[src/rtl/btn_debounce_pulse_pkg.sv]
// btn_debounce_pulse_pkg: debounce FSM state encoding and default stability length
package btn_debounce_pulse_pkg;
  typedef enum logic [1:0] {
    S_LOW       = 2'd0,
    S_WAIT_HIGH = 2'd1,
    S_HIGH      = 2'd2,
    S_WAIT_LOW  = 2'd3
  } state_t;
  localparam int DB_CYCLES_DEF = 4;
endpackage

[src/rtl/btn_debounce_pulse_sync_2ff.sv]
// sync_2ff: two-flop synchronizer for a single asynchronous bit
module sync_2ff (
  input  logic clk,
  input  logic reset,
  input  logic d,
  output logic q
);
  logic s1;
  always_ff @(posedge clk or negedge reset)
    if (!reset) {q, s1} <= 2'b00;
    else {q, s1} <= {s1, d};
endmodule

[src/rtl/btn_debounce_pulse.sv]
// btn_debounce_pulse: synchronizes and debounces a raw button into a level plus rise/fall pulses
module btn_debounce_pulse
  import btn_debounce_pulse_pkg::*;
#(
  parameter  int DB_CYCLES = DB_CYCLES_DEF,
  localparam int CNT_W     = DB_CYCLES > 1 ? $clog2(DB_CYCLES) : 1
) (
  input  logic clk,
  input  logic reset,
  input  logic btn_in,
  output logic level,
  output logic rise,
  output logic fall
);
  localparam logic [CNT_W-1:0] CNT_MAX = CNT_W'(DB_CYCLES - 1);
  state_t           state, state_n;
  logic [CNT_W-1:0] cnt, cnt_n;
  logic             sync2, level_n, rise_n, fall_n;
  sync_2ff u_sync (.clk(clk), .reset(reset), .d(btn_in), .q(sync2));
  always_ff @(posedge clk or negedge reset)
    if (!reset) begin
      state <= S_LOW;
      cnt   <= '0;
      level <= 1'b0;
      rise  <= 1'b0;
      fall  <= 1'b0;
    end else begin
      state <= state_n;
      cnt   <= cnt_n;
      level <= level_n;
      rise  <= rise_n;
      fall  <= fall_n;
    end
  // cnt holds at CNT_MAX on acceptance; it is cleared on the next WAIT entry
  always_comb begin
    state_n = state;
    cnt_n   = cnt;
    case (state)
      S_LOW:
        if (sync2) begin
          state_n = S_WAIT_HIGH;
          cnt_n   = '0;
        end
      S_WAIT_HIGH:
        if (!sync2) begin
          state_n = S_LOW;
          cnt_n   = '0;
        end else if (cnt == CNT_MAX) state_n = S_HIGH;
        else cnt_n = cnt + 1'b1;
      S_HIGH:
        if (!sync2) begin
          state_n = S_WAIT_LOW;
          cnt_n   = '0;
        end
      default:
        if (sync2) begin
          state_n = S_HIGH;
          cnt_n   = '0;
        end else if (cnt == CNT_MAX) state_n = S_LOW;
        else cnt_n = cnt + 1'b1;
    endcase
  end
  // leaving a WAIT state toward the opposite stable state only happens on acceptance
  always_comb begin
    rise_n  = state == S_WAIT_HIGH && state_n == S_HIGH;
    fall_n  = state == S_WAIT_LOW && state_n == S_LOW;
    level_n = rise_n ? 1'b1 : fall_n ? 1'b0 : level;
  end
endmodule

[config.mk]
export PLATFORM = sky130hd
export DESIGN_NAME = btn_debounce_pulse
export DESIGN_NICKNAME = d
export VERILOG_FILES = /design/src/rtl/btn_debounce_pulse_pkg.sv /design/src/rtl/btn_debounce_pulse_sync_2ff.sv /design/src/rtl/btn_debounce_pulse.sv
export SDC_FILE = /design/constraint.sdc
export NUM_CORES = 1
export LEC_CHECK = 0
export CAP_MARGIN = 10
export CORE_AREA = 2 2 39 41
export DETAILED_ROUTE_END_ITERATION = 7
export DIE_AREA = 0 0 41 43
export HOLD_SLACK_MARGIN = 0.1
export SLEW_MARGIN = 20
export SYNTH_ARGS = -nofsm -noshare
export SYNTH_HDL_FRONTEND = slang
export SYNTH_SLANG_ARGS = --single-unit
[constraint.sdc]
create_clock -name clk -period 2.1 [get_ports clk]
set_input_delay 0.21 -clock clk [delete_from_list [all_inputs] [get_ports clk]]
set_output_delay 0.21 -clock clk [all_outputs]
set_load 0.01 [all_outputs]
==> impl_metrics.json, run 1 <==
{
  "status": "completed",
  "grt.total_usage_pct": 10.7,
  "first_pass_iters": 1,
  "cts_tree": "built",
  "p_per_area_nw_per_um2": 1040,
  "clk_pin_slew_ps": 60,
  "period_share_pct": 65.6,
  "cts_setup_buffers": 0,
  "ant_nets": 0,
  "port_buffers": 5,
  "syn2layout_area_growth_pct": 27.4,
  "grt_pass1_wl_um": 1170,
  "clock_skew_ps": 2.32,
  "die_h_um": 43,
  "cts_resized": 0,
  "multi_input_area_um2": 119,
  "maxSlewHeadroom_pct": 73.4,
  "swShare_pct": 31.1,
  "dieArea_um2": 1760,
  "tns_ps": 0,
  "cts.sinks": 9,
  "setup_violations": 0,
  "crit_fanout": 3,
  "nets": 40,
  "wl_per_cell_um": 11.3,
  "hold_path_class": "in2async",
  "worstPathArrival_ps": 1170,
  "syn_inst": 27,
  "synth_edf_count": 0,
  "routed_wirelength_um": 589,
  "seq_power_share_pct": 52.6,
  "maxCapViolCount": 0,
  "ys.flop_type": "dfrtp_1",
  "fin_ws_ps": 723,
  "diodes": 0,
  "hold_viol": 0,
  "ys_types": 15,
  "slowest_delay_ps": 550,
  "first_global_vias": 293,
  "dieWidth_um": 41,
  "syn-mean-instance-area_um2": 13.0,
  "antenna_found_initial": 0,
  "post-dp-hpwl_um": 434,
  "via_per_inst": 4.33,
  "cp.required_ps": 1890,
  "cts_buffers": 3,
  "initial_utilization_pct": 25.4,
  "final_util_pct": 32.4,
  "cp_top_family": "buffers and inverters",
  "gp_congestion": 0.635,
  "cp_slowest_cell": "clkdlybuf4s50_1",
  "syn_nets": 30,
  "fmax_mhz": 726,
  "p_int_w": 0.000322,
  "synth.most_common_cell": "dfrtp_1",
  "async_flop_share_pct": 100,
  "drtIter0Drc": 0,
  "hold_ws_ps": 235,
  "grt-ovfl-total": 0,
  "ys_warn_count": 0,
  "yosysSeqAreaShare_pct": 64.1,
  "synth_seq_cells": 9,
  "crit_chain": "clkdlybuf4s50_1",
  "rsz0062_at_grt": "false",
  "clk_path_buf_depth": 2,
  "synth_top_area_share_pct": 64.1,
  "switching_power_w": 0.000146,
  "grt_max_degree": 10,
  "path_class": "reg2out",
  "syn_area_um2": 352,
  "post-place-ws_ps": 1010,
  "pwr-share-comb_pct": 18.4,
  "clk_latency_ps": 260,
  "leakage_nw": 0.190,
  "slew_viol_final": 0,
  "finalPower_w": 0.000468,
  "crit_buf_inv": 1,
  "drc": 0,
  "critPathLaunchType": "flip-flop",
  "synth_common_cells": "dfrtp_1, inv_1, nand2b_1, nand3_1, o21ai_0",
  "cts_max_level": 1,
  "yosys-top-cells-area": "dfrtp_1, xor2_2, nand2b_1, nor3b_2, mux2_1",
  "drive_above_1_share_pct": 16.7,
  "cp-end-kind": "output pin",
  "rows": 14,
  "io_pins": 6,
  "cts_hold_buf": 0,
  "fillers": 142,
  "root_buffer": "clkbuf_4",
  "synth_top_cell_by_area": "dfrtp_1",
  "timing.final.crit_period_ps": 1380,
  "tightest_slew_ps": 398,
  "core_um2": 1380,
  "seq_area_um2": 225,
  "via_count": 225,
  "p_clk_share_pct": 29.0,
  "irDropWorstVdd_v": 0.000450
}
kinds of logic (layout without fill, tap and decap cells):
kind of cell | count (synthesis) | in the layout | share of synthesized area [%]
simple gates | 10 | 10 | 19.2
buf+inv | 2 | 11 | 2.14
flops | 9 | 9 | 64.1
compound gates | 3 | 3 | 4.27
mux | 1 | 1 | 3.20
xor+xnor | 2 | 2 | 7.12
flip-flops by register name (all words and copies together), names as in the netlist:
register / cells
rise: 1
u_sync.s1: 1
fall: 1
level: 1
u_sync.q: 1
cnt: 2
state: 2
per-layer routing:
| layer | vias up | track usage, % | share of wire (%) |
|---|---|---|---|
| met3 | 3 | 4.71 | 5.4 |
| met1 | 107 | 12.2 | 43 |
| met2 | 9 | 14.1 | 47 |
| li1 | 106 | - | - |
| met4 | 0 | 10.0 | 4.6 |
| met5 | - | 0 | 0 |
area by class of cell:
class / instances / share of cell area [%]
clock buffers: 4 / 5.87
repair buffers: 5 / 11.2
inverters: 2 / 1.68
well taps: 16 / 4.47
flip-flops and latches: 9 / 50.3
multi-input cells: 16 / 26.5
per-stage QoR:
| step | cell area (µm²) | instances |
|---|---|---|
| 3_3_place_gp | 422 | 48 |
| 4_1_cts | 448 | 52 |
| 2_1_floorplan | 352 | 27 |
| 3_5_place_dp | 422 | 48 |
| 5_1_grt | 448 | 52 |
| 6_report | 448 | 52 |
cells in the final DEF, fill, tap and decap left out, types with 2 or more instances in the layout:
cell type        netlist  routed
clkdlybuf4s50_1        0       5
nand3_1                2       2
o21ai_0                2       2
dfrtp_1                9       9
nand2b_1               2       2
inv_1                  2       2
clkbuf_4               0       3
final timing paths:
path	from	endpoint	slack, ps	cells after the start
min in group clk	u_sync.s1$_DFF_PN0_	u_sync.q$_DFF_PN0_	360	0
hold reg to reg	u_sync.s1$_DFF_PN0_	u_sync.q$_DFF_PN0_	360	0
setup / recovery	level$_DFFE_PN0P_	level	720	1
setup reg to reg	u_sync.q$_DFF_PN0_	cnt[1]$_DFFE_PN0P_	1010	3
max in group asynchronous	reset	state[1]$_DFF_PN0_	1580	1
hold / removal	reset	fall$_DFF_PN0_	240	1
power by group through the flow:
stage	logic [W]	registers, W	clock network, W
after floorplan	0.0000646	0.000242	0
after global placement	0.0000795	0.000245	0
after detailed placement	0.0000868	0.000249	0
after CTS	0.0000872	0.000246	0.000140
after global routing	0.000105	0.000253	0.000152
final	0.0000861	0.000246	0.000136
worst register-to-register path, stage by stage (launching register included):
cell	delay (ps)
dfrtp_1	440
xor2_2	280
xor2_1	190
o21ai_1	70
No activity file was read; power rests on OpenSTA's default activity.
==> run 2, diff against run 1 <==
==> constraint.sdc (replaced) <==
create_clock -name clk -period 1.4 [get_ports clk]
set_input_delay 0.14 -clock clk [delete_from_list [all_inputs] [get_ports clk]]
set_output_delay 0.14 -clock clk [all_outputs]
set_load 0.01 [all_outputs]
==> impl_metrics.json, run 2 (synthesis results as in run 1) <==
{
  "status": "completed",
  "clk_path_buf_depth": 2,
  "clk_pin_slew_ps": 60,
  "via_count": 220,
  "die_h_um": 43,
  "cts.sinks": 9,
  "crit_buf_inv": 1,
  "drive_above_1_share_pct": 16.7,
  "grt_max_degree": 10,
  "post-dp-hpwl_um": 429,
  "io_pins": 6,
  "irDropWorstVdd_v": 0.000678,
  "cts_buffers": 3,
  "wl_per_cell_um": 11.2,
  "first_pass_iters": 4,
  "final_area_um2": 448,
  "rows": 14,
  "maxCapViolCount": 0,
  "cp_slowest_cell": "clkdlybuf4s50_1",
  "maxSlewHeadroom_pct": 74.2,
  "drc": 0,
  "grt-ovfl-total": 0,
  "clock_skew_ps": 0.397,
  "grt_pass1_wl_um": 1140,
  "cts_hold_buf": 0,
  "r2r_start": "u_sync.q$_DFF_PN0_",
  "antenna_found_initial": 0,
  "first_global_vias": 274,
  "r2r_cells": 3,
  "slew_viol_final": 0,
  "final_common_cell": "dfrtp_1",
  "tns_ps": 0,
  "placed_area_um2": 422,
  "drtIter0Drc": 2,
  "cp.required_ps": 1260,
  "hold_path_class": "in2async",
  "setup_violations": 0,
  "syn2layout_area_growth_pct": 27.4,
  "period_share_pct": 93.0,
  "core_um2": 1380,
  "path_class": "reg2out",
  "port_buffers": 5,
  "cts_setup_buffers": 0,
  "p_clk_share_pct": 28.1,
  "via_per_inst": 4.23,
  "rsz0062_at_grt": "false",
  "p_int_w": 0.000483,
  "timing.final.crit_period_ps": 1300,
  "reg_top3": "cnt x2, state x2",
  "crit_chain": "clkdlybuf4s50_1",
  "hold_ws_ps": 172,
  "diodes": 0,
  "seq_power_share_pct": 53.2,
  "swShare_pct": 30.4,
  "grt.total_usage_pct": 10.1,
  "p_per_area_nw_per_um2": 1550,
  "leakage_nw": 0.190,
  "gp_congestion": 0.636,
  "fmax_mhz": 768,
  "cts_resized": 0,
  "final_cell_mix": "dfrtp_1, clkdlybuf4s50_1, clkbuf_4",
  "regToRegSetupSlack_ps": 310,
  "cts_tree": "built",
  "routed_wirelength_um": 582,
  "pwr-share-comb_pct": 18.7,
  "hold_viol": 0,
  "cts_max_level": 1,
  "critPathLaunchType": "flip-flop",
  "dieWidth_um": 41,
  "worstPathArrival_ps": 1160,
  "dieArea_um2": 1760,
  "clk_latency_ps": 250,
  "cp-end-kind": "output pin",
  "cp_top_family": "buffers and inverters",
  "switching_power_w": 0.000210,
  "cp_num_cells": 1,
  "slowest_delay_ps": 550,
  "crit_fanout": 3,
  "ant_nets": 0,
  "tightest_slew_ps": 385,
  "initial_utilization_pct": 25.4,
  "final_util_pct": 32.4,
  "root_buffer": "clkbuf_4",
  "nets": 40,
  "r2r-end": "cnt[1]$_DFFE_PN0P_"
}
run 2: metal layers:
layer	track usage (%)	wire [µm]	vias up
met3	3.14	31	0
met4	8.00	0	0
li1	-	-	105
met1	11.8	249	107
met5	0	0	-
met2	14.4	301	8
run 2: power groups by stage:
stage | Clock, W | Combinational [W] | Sequential, W
after floorplan | 0 | 0.0000969 | 0.000363
after global placement | 0 | 0.000119 | 0.000367
after detailed placement | 0 | 0.000131 | 0.000373
after CTS | 0.000204 | 0.000133 | 0.000369
after global routing | 0.000224 | 0.000153 | 0.000382
final | 0.000195 | 0.000130 | 0.000368
run 2: how the worst max path moves through the flow:
stage | startpoint | end
6_report | level$_DFFE_PN0P_ | level
3_3_place_gp | u_sync.q$_DFF_PN0_ | cnt[1]$_DFFE_PN0P_
4_1_cts | level$_DFFE_PN0P_ | level
3_5_place_dp | u_sync.q$_DFF_PN0_ | cnt[1]$_DFFE_PN0P_
2_1_floorplan | u_sync.q$_DFF_PN0_ | cnt[1]$_DFFE_PN0P_
5_1_grt | level$_DFFE_PN0P_ | level
run 2: area by class of cell:
cell class | count | area (µm²)
sequential | 9 | 225
fill | 140 | 936
timing repair buffer | 5 | 50.0
clock buffer | 4 | 26.3
inverter | 2 | 7.51
tap | 16 | 20.0
multi-input combinational | 16 | 119
run 2: metrics by stage:
step	setup slack (ps)	total power (W)	instances
2_1_floorplan	426	0.000460	27
3_3_place_gp	372	0.000486	48
3_5_place_dp	309	0.000504	48
4_1_cts	82.5	0.000707	52
5_1_grt	41.0	0.000759	52
6_report	98.4	0.000693	52
==> run 3, diff against run 2 <==
--- a/config.mk
+++ b/config.mk
@@ -5,6 +5,7 @@
 export SDC_FILE = /design/constraint.sdc
 export NUM_CORES = 1
 export LEC_CHECK = 0
+export ABC_AREA = 1
 export CAP_MARGIN = 10
 export CORE_AREA = 2 2 39 41
 export DETAILED_ROUTE_END_ITERATION = 7
==> impl_metrics.json, run 3 <==
{
  "grt_pass1_wl_um": 855,
  "hold_viol": 0,
  "synth_top_area_share_pct": 62.3,
  "dp_cells": 56,
  "via_count": 248,
  "ys_types": 11,
  "cts_max_level": 1,
  "ys.flop_type": "dfrtp_1",
  "crit_fanout": 2,
  "port_buffers": 5,
  "syn_inst": 35,
  "setup_violations": 0,
  "cp-endpoint": "level",
  "cp_top_family": "buffers and inverters",
  "regToRegSetupSlack_ps": 510,
  "cts_hold_buf": 0,
  "synth_top_cell_by_area": "dfrtp_1",
  "reg_top3": "cnt x2, state x2",
  "grt_max_degree": 10,
  "cp_slowest_cell": "clkdlybuf4s50_1",
  "nets": 48,
  "fillers": 141,
  "drive_above_1_share_pct": 20.5,
  "async_flop_share_pct": 100,
  "yosys-top-cells-area": "dfrtp_1, nand2_1, nand4_1, nand3_4, nand3_1",
  "ant_nets": 0,
  "final_cell_mix": "dfrtp_1, nand2_1, clkdlybuf4s50_1",
  "clk_latency_ps": 260,
  "hold_ws_ps": 176,
  "status": "completed",
  "tns_ps": 0,
  "cp.required_ps": 1260,
  "post-dp-hpwl_um": 391,
  "critPathLaunchType": "flip-flop",
  "drtIter0Drc": 1,
  "cts_buffers": 3,
  "rows": 14,
  "io_pins": 6,
  "final_util_pct": 33.1,
  "p_per_area_nw_per_um2": 1740,
  "slowest_delay_ps": 530,
  "ys_warn_count": 0,
  "first_global_vias": 217,
  "r2r_start": "u_sync.q$_DFF_PN0_",
  "irDropWorstVdd_v": 0.000952,
  "r2r-end": "cnt[0]$_DFFE_PN0P_",
  "crit_buf_inv": 1,
  "wl_per_cell_um": 8.42,
  "tightest_slew_ps": 402,
  "grt.total_usage_pct": 7.93,
  "rsz0062_at_grt": "false",
  "cts_tree": "built",
  "clk_path_buf_depth": 2,
  "period_share_pct": 91.8,
  "clk_pin_slew_ps": 60,
  "antenna_found_initial": 0,
  "core_um2": 1380,
  "die_h_um": 43,
  "worstPathArrival_ps": 1150,
  "drc": 0,
  "cp-end-kind": "output pin",
  "hold_path_class": "in2async",
  "grt-ovfl-total": 0,
  "root_buffer": "clkbuf_4",
  "cts_setup_buffers": 0,
  "initial_utilization_pct": 26.1,
  "cp_num_cells": 1,
  "syn_area_um2": 362,
  "diodes": 0,
  "syn-mean-instance-area_um2": 10.3,
  "synth_seq_cells": 9,
  "gp_congestion": 0.716,
  "syn_nets": 38,
  "routed_wirelength_um": 505,
  "fmax_mhz": 778,
  "dieWidth_um": 41,
  "r2r_cells": 5,
  "leakage_nw": 0.212,
  "first_pass_iters": 4,
  "slew_viol_final": 0,
  "via_per_inst": 4.13,
  "dieArea_um2": 1760,
  "cts_resized": 0,
  "synth_edf_count": 0,
  "crit_path_start": "level$_DFFE_PN0P_",
  "maxCapViolCount": 0,
  "maxSlewHeadroom_pct": 73.1,
  "timing.final.crit_period_ps": 1290,
  "crit_chain": "clkdlybuf4s50_1",
  "instances_no_fill": 60,
  "synth.most_common_cell": "dfrtp_1",
  "path_class": "reg2out",
  "synth_common_cells": "dfrtp_1, nand2_1, inv_1",
  "final_common_cell": "dfrtp_1",
  "yosysSeqAreaShare_pct": 62.3,
  "syn2layout_area_growth_pct": 26.6,
  "cts.sinks": 9,
  "clock_skew_ps": 6.79
}
## run 3: cell count changes after synthesis, moves of 2 or more
cell,delta
nand4_1,+3
inv_2,+2
o21ai_1,+2
nand2_2,+2
nand2b_1,-2
nor2_1,+2
o21ai_0,-2
inv_1,+2
nand2_1,+4
## run 3: per-layer routing
| metal | GRT usage [%] | vias to the layer above | share of wire (%) |
|---|---|---|---|
| li1 | - | 134 | - |
| met1 | 9.36 | 104 | 46 |
| met2 | 10.0 | 10 | 43 |
| met3 | 7.85 | 0 | 10 |
| met4 | 2.00 | 0 | 0 |
| met5 | 0 | - | 0 |
## run 3: how the worst min path moves through the flow
stage	start	end	slack [ps]	cells past startpoint
2_1_floorplan	reset	cnt[0]$_DFFE_PN0P_	-160	0
3_3_place_gp	u_sync.s1$_DFF_PN0_	u_sync.q$_DFF_PN0_	340	0
3_5_place_dp	u_sync.s1$_DFF_PN0_	u_sync.q$_DFF_PN0_	340	0
4_1_cts	reset	rise$_DFF_PN0_	180	1
5_1_grt	reset	cnt[1]$_DFFE_PN0P_	220	1
6_report	reset	cnt[1]$_DFFE_PN0P_	180	1
## run 3: layout make-up
cell class                      instances  area, µm²  share of cell area, %
Clock buffer                            4       26.3                   5.74
Multi-Input combinational cell         20        114                   24.9
Inverter                                6       22.5                   4.92
Tap cell                               16       20.0                   4.37
Sequential cell                         9        225                   49.2
Timing Repair Buffer                    5       50.0                   10.9
## run 3: metrics by stage
stage	cell area, µm²	power, W	setup slack [ps]
2_1_floorplan	362	0.000542	569
4_1_cts	458	0.000808	101
5_1_grt	458	0.000862	55.8
3_5_place_dp	432	0.000611	386
6_report	458	0.000795	115
3_3_place_gp	432	0.000607	392
## run 3: logic make-up after synthesis
kind of cell | Yosys count | synth area share (%)
compound gates | 4 | 6.57
buf+inv | 6 | 6.23
flops | 9 | 62.3
simple gates | 16 | 24.9
## run 3: power by group
group	internal [W]	switching [W]	leakage, nW
logic	0.0000887	0.000116	0.0807
registers	0.000324	0.0000739	0.116
clock network	0.000109	0.0000826	0.0150
total	0.000522	0.000273	0.212
